`src/rtl/sc_row_marker_driver.sv`:
```
//==============================================================================
// Module   : sc_row_marker_driver
// Brief    : One-hot row marker that walks toward a fixed target index on command.
// Revision : 1.0
//==============================================================================
`default_nettype none

module sc_row_marker_driver #(
    parameter int DATAWIDTH    = 8,
    parameter int TARGET_INDEX = 4,
    parameter int STEP_DIV     = 4
) (
    input  logic                 ROWDRIVER_CLOCK_50,
    input  logic                 ROWDRIVER_RESET_InLow,
    input  logic                 ROWDRIVER_load_InHigh,
    input  logic [DATAWIDTH-1:0] ROWDRIVER_data_InBUS,
    input  logic                 ROWDRIVER_go_InHigh,
    input  logic                 ROWDRIVER_abort_InHigh,
    output logic [DATAWIDTH-1:0] ROWDRIVER_data_OutBUS,
    output logic                 ROWDRIVER_busy_OutHigh,
    output logic                 ROWDRIVER_done_OutHigh,
    output logic                 ROWDRIVER_error_OutHigh
);

    localparam int DIV_W = (STEP_DIV > 1) ? $clog2(STEP_DIV) : 1;

    localparam logic [DATAWIDTH-1:0] c_ONE      = DATAWIDTH'(1);
    localparam logic [DATAWIDTH-1:0] c_TARGET   = c_ONE << TARGET_INDEX;
    localparam logic [DIV_W-1:0]     c_DIV_LAST = DIV_W'(STEP_DIV - 1);
    localparam logic [DIV_W-1:0]     c_DIV_ONE  = DIV_W'(1);

    typedef enum logic [1:0] {
        S_IDLE = 2'd0,
        S_MOVE = 2'd1,
        S_DONE = 2'd2
    } state_t;

    state_t               r_state;
    logic [DATAWIDTH-1:0] r_data;
    logic [DIV_W-1:0]     r_div;
    logic                 r_busy;
    logic                 r_done;
    logic                 r_error;

    logic                 w_in_onehot;
    logic [DATAWIDTH-1:0] w_shifted;

    // x & (x-1) clears the lowest set bit, so a nonzero x with nothing left is one-hot
    assign w_in_onehot = (ROWDRIVER_data_InBUS != '0) &&
                         ((ROWDRIVER_data_InBUS & (ROWDRIVER_data_InBUS - c_ONE)) == '0);

    // For a one-hot marker, numeric order equals bit-index order
    assign w_shifted = (r_data < c_TARGET) ? (r_data << 1) : (r_data >> 1);

    always_ff @(posedge ROWDRIVER_CLOCK_50 or negedge ROWDRIVER_RESET_InLow) begin
        if (!ROWDRIVER_RESET_InLow) begin
            r_state <= S_IDLE;
            r_data  <= '0;
            r_div   <= '0;
            r_busy  <= 1'b0;
            r_done  <= 1'b0;
            r_error <= 1'b0;
        end else begin
            case (r_state)
                S_IDLE: begin
                    r_done <= 1'b0;
                    if (ROWDRIVER_load_InHigh) begin
                        if (w_in_onehot) begin
                            r_data  <= ROWDRIVER_data_InBUS;
                            r_error <= 1'b0;
                        end else begin
                            r_error <= 1'b1;
                        end
                    end else if (ROWDRIVER_go_InHigh) begin
                        if (r_data == '0) begin
                            r_error <= 1'b1;
                        end else if (r_data == c_TARGET) begin
                            r_state <= S_DONE;
                            r_done  <= 1'b1;
                        end else begin
                            r_state <= S_MOVE;
                            r_busy  <= 1'b1;
                            r_div   <= '0;
                        end
                    end
                end
                S_MOVE: begin
                    if (ROWDRIVER_abort_InHigh) begin
                        r_state <= S_IDLE;
                        r_busy  <= 1'b0;
                        r_div   <= '0;
                    end else if (r_div == c_DIV_LAST) begin
                        r_div  <= '0;
                        r_data <= w_shifted;
                        if (w_shifted == c_TARGET) begin
                            r_state <= S_DONE;
                            r_busy  <= 1'b0;
                            r_done  <= 1'b1;
                        end
                    end else begin
                        r_div <= r_div + c_DIV_ONE;
                    end
                end
                S_DONE: begin
                    r_state <= S_IDLE;
                    r_done  <= 1'b0;
                end
                default: begin
                    r_state <= S_IDLE;
                    r_busy  <= 1'b0;
                    r_done  <= 1'b0;
                end
            endcase
        end
    end

    assign ROWDRIVER_data_OutBUS   = r_data;
    assign ROWDRIVER_busy_OutHigh  = r_busy;
    assign ROWDRIVER_done_OutHigh  = r_done;
    assign ROWDRIVER_error_OutHigh = r_error;

endmodule

`default_nettype wire

```
`config.mk`:
```
export PLATFORM = sky130hd
export DESIGN_NAME = sc_row_marker_driver
export DESIGN_NICKNAME = d
export VERILOG_FILES = /design/src/rtl/sc_row_marker_driver.sv
export SDC_FILE = /design/constraint.sdc
export NUM_CORES = 1
export LEC_CHECK = 0
export CAP_MARGIN = 10
export CORE_ASPECT_RATIO = 0.9
export CORE_MARGIN = 2
export CORE_UTILIZATION = 43
export CTS_BUF_LIST = sky130_fd_sc_hd__clkbuf_16
export DETAILED_ROUTE_END_ITERATION = 8
export PLACE_DENSITY = 0.83
export SYNTH_ARGS = -nofsm -noshare
export SYNTH_HDL_FRONTEND = slang
export SYNTH_SLANG_ARGS = --single-unit
```
`constraint.sdc`:
```
create_clock -name ROWDRIVER_CLOCK_50 -period 1.95 [get_ports ROWDRIVER_CLOCK_50]
set_input_delay 0.4875 -clock ROWDRIVER_CLOCK_50 [delete_from_list [all_inputs] [get_ports ROWDRIVER_CLOCK_50]]
set_output_delay 0.4875 -clock ROWDRIVER_CLOCK_50 [all_outputs]
set_load 0.01 [all_outputs]
```
# Yosys cells after proc, flatten, opt, wreduce, memory -nomap -nowiden
# Cells that the tools add are included.
# W data, S select, Z words.
word_totals:
  in_bits: 13
  register_bits: 15
  word_cells: 82
classes:
  add_sub_neg: 2
  reduce_logical: 14
  bitwise_logic: 2
  magnitude_cmp: 1
  n_mux: 41
  eq_ne: 16
ops:
  columns: ["cell", "count"]
  rows:
  - ["$mux W8", 5]
  - ["$mux W2", 13]
  - ["$mux W1", 18]
  - ["$ne A2 B2 Y1 const B", 9]
  - ["$eq A8 B5 Y1 const B", 2]
  - ["$logic_not A8 Y1", 2]
  - ["$pmux W8 S2", 1]
  - ["$reduce_and A5 Y1", 3]
  - ["$and A8 B8 Y8", 1]
  - ["$lt A8 B5 Y1 const B", 1]
  - ["$pmux W2 S2", 2]
  - ["$reduce_bool A8 Y1", 1]
  - ["$sub A8 B1 Y8 const B", 1]
  - ["$reduce_and A7 Y1", 1]
  - ["$ne A3 B3 Y1 const B", 2]
  - ["$reduce_and A3 Y1", 2]
  - ["$reduce_bool A2 Y1", 3]
  - ["$eq A2 B2 Y1 const B", 2]
  - ["$pmux W1 S3", 1]
  - ["$add A2 B1 Y2 const B", 1]
  - ["$eq A2 B1 Y1 const B", 1]
  - ["$logic_not A2 Y1", 1]
  - ["$pmux W1 S2", 1]
  - ["$logic_and A1 B1 Y1", 1]
  - ["$not A1 Y1", 1]

# Longest topological paths before layout
# Gate-level depths: netlist of the first run.
depth:
  depth_word: 7
  depth_mapped: 7
  depth_no_buf: 5

# Worst setup path after synthesis of the first run
# No wires, ideal clock.
synth_timing:
  path_kind: "input-to-reg"
  from: "in ROWDRIVER_data_InBUS[6]"
  to: "reg r_data[1] (netlist: ROWDRIVER_data_OutBUS[1])"
  path_slack_ns: -0.662
  required_time_ns: 1.825
  arrival_time_ns: 2.488
  n_path_buf: 0
  path_stages: 5
  setup_time_ns: 0.125
  path_cell_list: "or4_1 > a2111oi_2 > nor3_1 > a2111oi_4 > mux2_2"
synth_between:
  elab_chain_cells: 6
  word_cells_on_any_way: 7
  cone_classes: "1 x add/sub; 1 x eq/ne; 1 x bitwise; 4 x reduce/logical"
synth_lines:
  columns: ["element", "line_no", "rtl"]
  rows:
  - ["from (decl)", "16", "input logic [DATAWIDTH-1:0] ROWDRIVER_data_InBUS,"]
  - ["$sub A8 B1 Y8", "50", "((ROWDRIVER_data_InBUS & (ROWDRIVER_data_InBUS - c_ONE)) == '0);"]
  - ["$and A8 B8 Y8", "50", null]
  - ["$logic_not A8 Y1", "50", null]
  - ["$logic_and A1 B1 Y1 *", "49", "assign w_in_onehot = (ROWDRIVER_data_InBUS != '0) &&"]
  - ["$ne A2 B2 Y1 (no source line) *", null, null]
  - ["$reduce_and A5 Y1 (no source line) *", null, null]
  - ["to (signal assigned)", "69", "r_data <= ROWDRIVER_data_InBUS;"]
  - ["to (signal assigned)", "94", "r_data <= w_shifted;"]
  - ["to (decl)", "39", "logic [DATAWIDTH-1:0] r_data;"]
# Mark *: on every way between the ends. The rest lies on a longest branch, timed or not.
# A chain may end at the register's enable or synchronous reset.

# Worst setup path in the final report of the first run
layout_timing:
  from: "in ROWDRIVER_data_InBUS[4]"
  to: "reg r_data[5] (netlist: ROWDRIVER_data_OutBUS[5])"
# The elaborated chain is that of the path after synthesis.

==> reports/qor.yml, run 1 <==
worstHoldEndpoint: "r_div[1]"
cts_max_level: 1
cts_tree: "yes"
cp.required_ps: 2080
worst_slack_ps: -339
synth_top_family_by_area: "compound AO/OA/AOI/OAI gates"
drv_cap: 0
reg2reg_depth: 6
max_freq_mhz: 437
yosysWarnings: 0
start_kind: "input pin"
power_w: 0.00206
antenna_left: 0
synth_xor_area_share_pct: 1.78
worstPathArrival_ps: 2420
p_leak_nw: 0.669
ir_drop_v: 0.00113
synth_fa_ha_area_share_pct: 1.27
muxShareOfSynthArea_pct: 14.4
multi_input_area_um2: 672
dp_slack_ps: -937
fin_skew_ps: 2.60
seq_area_um2: 375
finalSetupViolations: 8
grt.overflow.total: 0
yosys.area_share.simple_pct: 16.5
ys_seq_area_share_pct: 38.1
clkSinkCount: 15
outcome: "finished, violations left"
synth_cell_types: 33
synthToLayoutAreaGrowth_pct: 58.3
worst_pin_slew_ps: 451
r2r-start: "r_div[0]"
final.min_clock_period_ps: 2290
clk_pin_slew_ps: 50
critical_path_class: "in2reg"
reg2reg_setup_slack_ps: 180
routed_wl_um: 2980
first_pass_iters: 4
path_cells: "buf_6 > or4_4 > a2111oi_4 > nor3_2 > a2111oi_4 > buf_6 > mux2_4"
grt_pass1_vias: 1052
crit_path_end_kind: "flip-flop"
ys_top_cells_by_area: "dfrtp_1 38%, mux2_2 10%, a21oi_1 5.6%, mux2i_1 4.1%, o21ai_0 3.6%"
io_pins: 24
first_iter_violations: 29
netlist.area_leader.share_pct: 38.1
clock_latency_ps: 240
relSlewSlack_pct: 69.8
ys_seq_elements: 15
syn_nets: 119
min_period_over_period_pct: 117
fillCellCount: 150
layout-drive-gt1-share_pct: 31.3
hpwl_um: 2090
drc: 0
track_usage_pct: 25.7
syn_area_um2: 985
synth_area_leader_cell: "dfrtp_1"
num_rows: 16
rsz0062_at_grt: "true"
postLayoutCoreUtil_pct: 71.4
drv_slew: 0
hold_path.class: "reg2reg"
antenna_found_initial: 0
numCtsBuffers: 3
dieWidth_um: 54.4
worstReg2RegEnd: "ROWDRIVER_data_OutBUS[5]"
hold_depth: 1
violations: "setup timing"
crit_fanout: 7
synth_cells: 105
power_density_mw_per_mm2: 1320
hold_violations: 0
clockRootBuffer: "clkbuf_16"
hold_buffers: 0
start_util_pct: 45.1
post_drt_wl_per_cell_um: 17.1
syn_avg_cell_area_um2: 9.38
grt_pass1_wl_um: 5030
slowest_stage: "or4_4"
synth_compound_area_share_pct: 24.5
die_area_mm2: 0.00269
hold_start: "r_div[1]"
grt_max_degree: 16
core_mm2: 0.00218
diodes: 0
port_buffers: 23
cpPeakStageDelay_ps: 540
nets: 162
die_y_um: 49.4
viasPerCell: 5.82
gp_congestion: 0.823
vias: 1012
clock_path_buffers: 2
-- worst max path at each step --
stage / start / to / slack [ps] / cells past startpoint
after floorplan: ROWDRIVER_data_InBUS[6] / ROWDRIVER_data_OutBUS[1] / -540 / 5
after global placement: ROWDRIVER_data_InBUS[6] / ROWDRIVER_data_OutBUS[4] / -880 / 7
after detailed placement: ROWDRIVER_data_InBUS[5] / ROWDRIVER_data_OutBUS[4] / -940 / 7
after CTS: ROWDRIVER_data_InBUS[4] / ROWDRIVER_data_OutBUS[5] / -390 / 7
after global routing: ROWDRIVER_data_InBUS[4] / ROWDRIVER_data_OutBUS[1] / -380 / 7
final: ROWDRIVER_data_InBUS[4] / ROWDRIVER_data_OutBUS[5] / -340 / 7
-- area by class of cell --
| cell class | instances | area share, % |
|---|---|---|
| Clock buffer | 3 | 4.82 |
| Tap cell | 27 | 2.17 |
| Inverter | 4 | 0.963 |
| Clock inverter | 1 | 0.321 |
| Sequential cell | 15 | 24.1 |
| Multi-Input combinational cell | 81 | 43.1 |
| Timing Repair Buffer | 43 | 24.6 |
-- sequential cells by signal, summed over array words and instances (netlist names) --
register / flops
ROWDRIVER_done_OutHigh: 1
ROWDRIVER_data_OutBUS: 8
r_div: 2
ROWDRIVER_busy_OutHigh: 1
ROWDRIVER_error_OutHigh: 1
r_state: 2
-- logic make-up after synthesis --
| logic type | count (synthesis) |
|---|---|
| compound gates | 33 |
| xor+xnor | 2 |
| fa+ha+maj | 1 |
| buf+inv | 9 |
| flops | 15 |
| mux | 13 |
| simple gates | 32 |
-- power by group --
group          switching, W  internal, W
combinational      0.000483     0.000578
clock              0.000123     0.000274
sequential         0.000175     0.000430
total              0.000781      0.00128
-- cells in the mapped netlist, drive strengths merged --
master   number
a311o         1
a22oi         1
nand2         7
nor2          7
ha            1
nor3b         2
a2111oi       4
o21bai        1
dfrtp        15
mux2i         4
a21o          1
a21oi        11
clkbuf        5
nand4         1
a22o          1
nor3          4
a31oi         1
nand2b        4
o211a         1
nand3         1
o41ai         1
xor2          1
xnor2         1
o21ai         7
a31o          2
or4           1
and3          1
a211oi        1
mux2          9
nor4          4
inv           4
-- cells in the final DEF (no fill, tap or decap), types with 4 or more instances in the layout --
cell type	n
dfrtp_1	15
nor2_1	7
buf_6	5
nand2b_1	4
buf_4	17
o21ai_0	7
a2111oi_4	4
mux2_4	6
nand2_1	7
a21oi_1	11
mux2i_1	4
inv_1	4
clkdlybuf4s50_1	15
-- critical path: cells and delay by family --
family          cells  cell delay (ps)
simple gates        2              640
compound gates      2              690
mux                 1              310
buf+inv             2              290
-- metal layers --
layer,part of all wire [%],track usage (%),vias to the layer above
met1,42,34.1,491
met5,0,0,-
li1,-,-,483
met3,4.2,3.99,6
met2,52,43.0,32
met4,1.5,6.25,0
-- metrics by stage --
step,cell area [µm²],cells,hold WS (ps),setup TNS [ps]
after floorplan,1010,105,192,-3880
after global placement,1390,168,484,-7210
after detailed placement,1390,168,495,-7700
after CTS,1520,173,508,-3040
after global routing,1560,174,534,-2980
final,1560,174,506,-2610
-- repair_timing --
| item | 4_1_cts | 5_1_grt |
|---|---|---|
| gates resized for setup | 34 | 4 |
| endpoints found under the hold margin | 0 | 0 |
| pin swaps | 6 | 2 |
| setup buffers | 1 | 1 |
| endpoints found under the setup margin | 9 | 8 |
(Power assumes the default switching activity.)
==> run 2, diff against run 1 <==
--- a/config.mk
+++ b/config.mk
@@ -6,7 +6,7 @@
 export NUM_CORES = 1
 export LEC_CHECK = 0
 export CAP_MARGIN = 10
-export CORE_ASPECT_RATIO = 0.9
+export CORE_ASPECT_RATIO = 1.2
 export CORE_MARGIN = 2
 export CORE_UTILIZATION = 43
 export CTS_BUF_LIST = sky130_fd_sc_hd__clkbuf_16
==> run 2 against run 1 <==
Effect of this change: the run still ends with setup timing left; sequential power shrank 0.7%; worst setup slack lost 63 ps; hold slack lost 1.4 ps; final cell count rose by 5.2%; sequential cell count unchanged; clock skew increased by 1.6 ps; critical endpoint is now ROWDRIVER_data_OutBUS[4]; highest routed layer unchanged.
==> reports/qor.yml, run 2 (synthesized netlist as in run 1, its figures left out) <==
outcome: "finished, violations left"
violations: "setup timing"
dieWidth_um: 47.7
seq_area_um2: 375
first_iter_violations: 24
layout-drive-gt1-share_pct: 33.6
power.switching_w: 0.000806
final_common_cell: "buf_4"
fin_cells: 183
rsz0062_at_grt: "true"
cp.required_ps: 2080
hold_violations: 0
busiest_layer: "met2"
start_kind: "input pin"
cts_max_level: 1
postLayoutCoreUtil_pct: 72.6
layout_common_cells: "22 x buf_4, 15 x dfrtp_1, 15 x clkdlybuf4s50_1"
power_density_mw_per_mm2: 1300
antenna_found_initial: 0
max_freq_mhz: 425
critical_path_class: "in2reg"
clockRootBuffer: "clkbuf_16"
worst_pin_slew_ps: 338
grt_use_met1_pct: 28.6
grt_util_met2_pct: 37.7
drv_cap: 0
first_pass_iters: 4
clk_pin_slew_ps: 50
largest_register_ffs: 8
multi_input_area_um2: 676
grt_max_degree: 16
vias: 1023
worst_slack_ps: -402
worstPathArrival_ps: 2480
dp_slack_ps: -997
clock_path_buffers: 2
grt_pass1_vias: 1004
crit_fanout: 7
post_drt_wl_per_cell_um: 16.5
clkSinkCount: 15
hold_path.class: "reg2reg"
numCtsBuffers: 3
die_y_um: 56.4
viasPerCell: 5.59
swShare_pct: 38.2
ir_drop_v: 0.00118
start_util_pct: 44.1
clkPwrFrac_pct: 19.1
gp_congestion: 0.872
finalSetupViolations: 8
fillCellCount: 164
drv_slew: 0
core_mm2: 0.00223
nets: 167
cts_tree: "yes"
placed_cells: 175
track_usage_pct: 23.4
crit_path_end_kind: "flip-flop"
hpwl_um: 1980
internal_power_w: 0.00130
drc: 0
globalRouteMet3Util_pct: 5.47
io_pins: 24
grt_pass1_wl_um: 4420
fin_skew_ps: 4.24
timing.hold.ws_ps: 505
min_period_over_period_pct: 121
grt.overflow.total: 0
num_rows: 19
synthToLayoutAreaGrowth_pct: 64.7
antenna_left: 0
p_leak_nw: 0.719
diodes: 0
die_area_mm2: 0.00269
routed_wl_um: 3010
port_buffers: 23
clock_latency_ps: 250
relSlewSlack_pct: 77.3
pwr-share-comb_pct: 52.4
final.min_clock_period_ps: 2350
power_frac_seq_pct: 28.5
## run 2: per-stage QoR
step | setup TNS (ps) | cell area, µm² | total power [W]
floorplan | -3880 | 1010 | 0.00114
global placement | -7210 | 1420 | 0.00154
detailed placement | -8140 | 1420 | 0.00158
CTS | -3620 | 1560 | 0.00205
global route | -3520 | 1620 | 0.00222
finish | -3050 | 1620 | 0.00211
## run 2: final timing paths
check	startpoint	endpoint	slack (ps)	depth (start not counted)
max	ROWDRIVER_data_InBUS[0]	ROWDRIVER_data_OutBUS[4]	-400	8
min	ROWDRIVER_busy_OutHigh	ROWDRIVER_busy_OutHigh	500	1
max reg2reg	r_div[0]	ROWDRIVER_data_OutBUS[4]	160	6
min reg2reg	ROWDRIVER_busy_OutHigh	ROWDRIVER_busy_OutHigh	500	1
max in group asynchronous	ROWDRIVER_RESET_InLow	ROWDRIVER_data_OutBUS[1]	1210	2
min in group asynchronous	ROWDRIVER_RESET_InLow	r_state[0]	560	2
## run 2: worst max-delay path, cell delays in order
cell and delay [ps]:
buf_8 100, buf_6 100, or4_4 520, a2111oi_4 310
nor3_2 110, a2111oi_4 330, buf_6 200, mux2_4 320
## run 2: per-layer routing
layer / vias to the layer above / wire length (µm)
met4: 0 / 96
met1: 501 / 1250
met5: - / 0
li1: 488 / -
met2: 25 / 1590
met3: 9 / 83
## run 2: layout make-up
type                            count  share of cell area [%]
Multi-Input combinational cell     81                    41.7
Timing Repair Buffer               48                    27.0
Sequential cell                    15                    23.1
Clock buffer                        3                    4.63
Tap cell                           31                    2.39
Inverter                            4                   0.926
Clock inverter                      1                   0.231
## run 2: repair_timing
action,in CTS,in global routing
buffers inserted,2,3
setup endpoints to repair,9,9
pin swaps,4,7
gates resized for setup,22,13
hold buffers,0,0
## run 2: power groups by stage
| stage | registers [W] | logic [W] | clock network, W |
|---|---|---|---|
| after CTS | 0.000589 | 0.00106 | 0.000404 |
| after detailed placement | 0.000590 | 0.000993 | 0 |
| after global placement | 0.000585 | 0.000958 | 0 |
| after floorplan | 0.000580 | 0.000558 | 0 |
| after global routing | 0.000621 | 0.00118 | 0.000416 |
| final | 0.000601 | 0.00111 | 0.000402 |
==> run 3, diff against run 2 <==
--- a/config.mk
+++ b/config.mk
@@ -5,11 +5,10 @@
 export SDC_FILE = /design/constraint.sdc
 export NUM_CORES = 1
 export LEC_CHECK = 0
-export CAP_MARGIN = 10
+export CAP_MARGIN = 20
 export CORE_ASPECT_RATIO = 1.2
-export CORE_MARGIN = 2
+export CORE_MARGIN = 4
 export CORE_UTILIZATION = 43
-export CTS_BUF_LIST = sky130_fd_sc_hd__clkbuf_16
 export DETAILED_ROUTE_END_ITERATION = 8
 export PLACE_DENSITY = 0.83
 export SYNTH_ARGS = -nofsm -noshare
==> run 3 against run 2 <==
Effect of this change: the run still ends with setup timing left; utilization up 1.5 points; sequential cell count unchanged; non-clock buffer count up 1; final cell count unchanged; first-iteration DRC count up 50%; sequential share of layout area up 0.87 points; design area down 3.3%; sequential power down 2%; worst setup slack better by 54 ps; global-route usage down 1.8 points; critical endpoint unchanged; largest power group unchanged.
==> reports/qor.yml, run 3 (synthesized netlist as in run 1, its figures left out) <==
outcome: "finished, violations left"
violations: "setup timing"
postLayoutCoreUtil_pct: 74.1
ir_drop_v: 0.000923
worst_slack_ps: -348
crit_path_end_kind: "flip-flop"
tns_ps: -2690
antenna_found_initial: 0
final.min_clock_period_ps: 2300
port_buffers: 23
multi_input_area_um2: 668
first_pass_iters: 4
die_y_um: 60.4
hold_path.class: "in2async"
gp_congestion: 0.817
grt_max_degree: 16
dp_slack_ps: -1040
largest_register_ffs: 8
diodes: 0
synthToLayoutAreaGrowth_pct: 59.2
worstPathArrival_ps: 2480
clkSinkCount: 15
crit_start: "ROWDRIVER_data_InBUS[0]"
layout_common_cells: "23 x buf_4, 16 x clkdlybuf4s50_1, 14 x dfrtp_1"
die_area_mm2: 0.00312
worst_pin_slew_ps: 375
r2r-start: "r_div[0]"
track_usage_pct: 21.6
drc: 0
relSlewSlack_pct: 74.8
grt.overflow.total: 0
placed_cells: 175
post_drt_wl_per_cell_um: 17.7
clk_pin_slew_ps: 100
vias: 1065
antenna_left: 0
cp.required_ps: 2130
cts_max_level: 1
viasPerCell: 5.82
drv_cap: 0
core_mm2: 0.00212
p_leak_nw: 0.689
rsz0062_at_grt: "true"
grt_pass1_vias: 1112
critical_path_class: "in2reg"
seq_area_um2: 377
final_common_cell: "buf_4"
clock_latency_ps: 290
dieWidth_um: 51.7
grt_pass1_wl_um: 5040
start_util_pct: 46.5
cts_tree: "yes"
fin_skew_ps: 2.44
fin_cells: 183
min_period_over_period_pct: 118
routed_wl_um: 3240
num_rows: 18
clock_path_buffers: 2
first_iter_violations: 36
hold_violations: 0
crit_fanout: 7
clockRootBuffer: "clkbuf_4"
layout-drive-gt1-share_pct: 34.0
nets: 168
io_pins: 24
hpwl_um: 2210
numCtsBuffers: 3
power_density_mw_per_mm2: 1210
drv_slew: 0
start_kind: "input pin"
fillCellCount: 152
finalSetupViolations: 8
max_freq_mhz: 435
-- run 3: where the power goes --
part,switching [W],leakage [nW],internal [W]
registers,0.000158,0.186,0.000430
logic,0.000523,0.485,0.000604
clock network,0.000107,0.0177,0.0000762
-- run 3: layer usage --
layer | global-route usage (%) | part of all wire, %
met3 | 2.46 | 5.5
met5 | 0 | 0
met2 | 42.9 | 55
met4 | 7.12 | 1.7
met1 | 23.4 | 37
-- run 3: timing repair --
action / CTS / global route
hold buffers: 0 / 0
gates cloned: 0 / 0
endpoints found under the setup margin: 9 / 9
gates resized for setup: 23 / 9
buffers inserted: 2 / 2
pin swaps: 4 / 6
endpoints found under the hold margin: 0 / 0
-- run 3: final cells by class --
class / instances / area share (%)
clock inverter: 1 / 0.319
multi-input combinational: 81 / 42.6
timing repair buffer: 49 / 28.3
clock buffer: 3 / 1.44
sequential: 15 / 24.0
inverter: 4 / 0.958
tap: 30 / 2.39
-- run 3: final timing paths --
path / end / slack [ps] / cells after the start
worst max-delay path: ROWDRIVER_data_OutBUS[4] / -350 / 8
max in group asynchronous: ROWDRIVER_data_OutBUS[5] / 1250 / 2
worst min register to register: r_div[1] / 530 / 1
worst min-delay path: ROWDRIVER_data_OutBUS[4] / 510 / 2
worst max register to register: ROWDRIVER_data_OutBUS[4] / 180 / 6
min in group ROWDRIVER_CLOCK_50: r_div[1] / 530 / 1
-- run 3: worst max-delay path, cell delays in order --
cell       delay (ps)
buf_8              90
buf_6             100
or4_4             520
a2111oi_4         320
nor3_2            120
a2111oi_4         310
buf_6             200
mux2_4            310
-- run 3: through the flow --
step | total power [W] | hold slack (ps) | instance area, µm²
5_1_grt | 0.00201 | 532 | 1570
3_5_place_dp | 0.00160 | 507 | 1420
4_1_cts | 0.00186 | 525 | 1520
3_3_place_gp | 0.00156 | 481 | 1420
2_1_floorplan | 0.00114 | 192 | 1010
6_report | 0.00190 | 512 | 1570
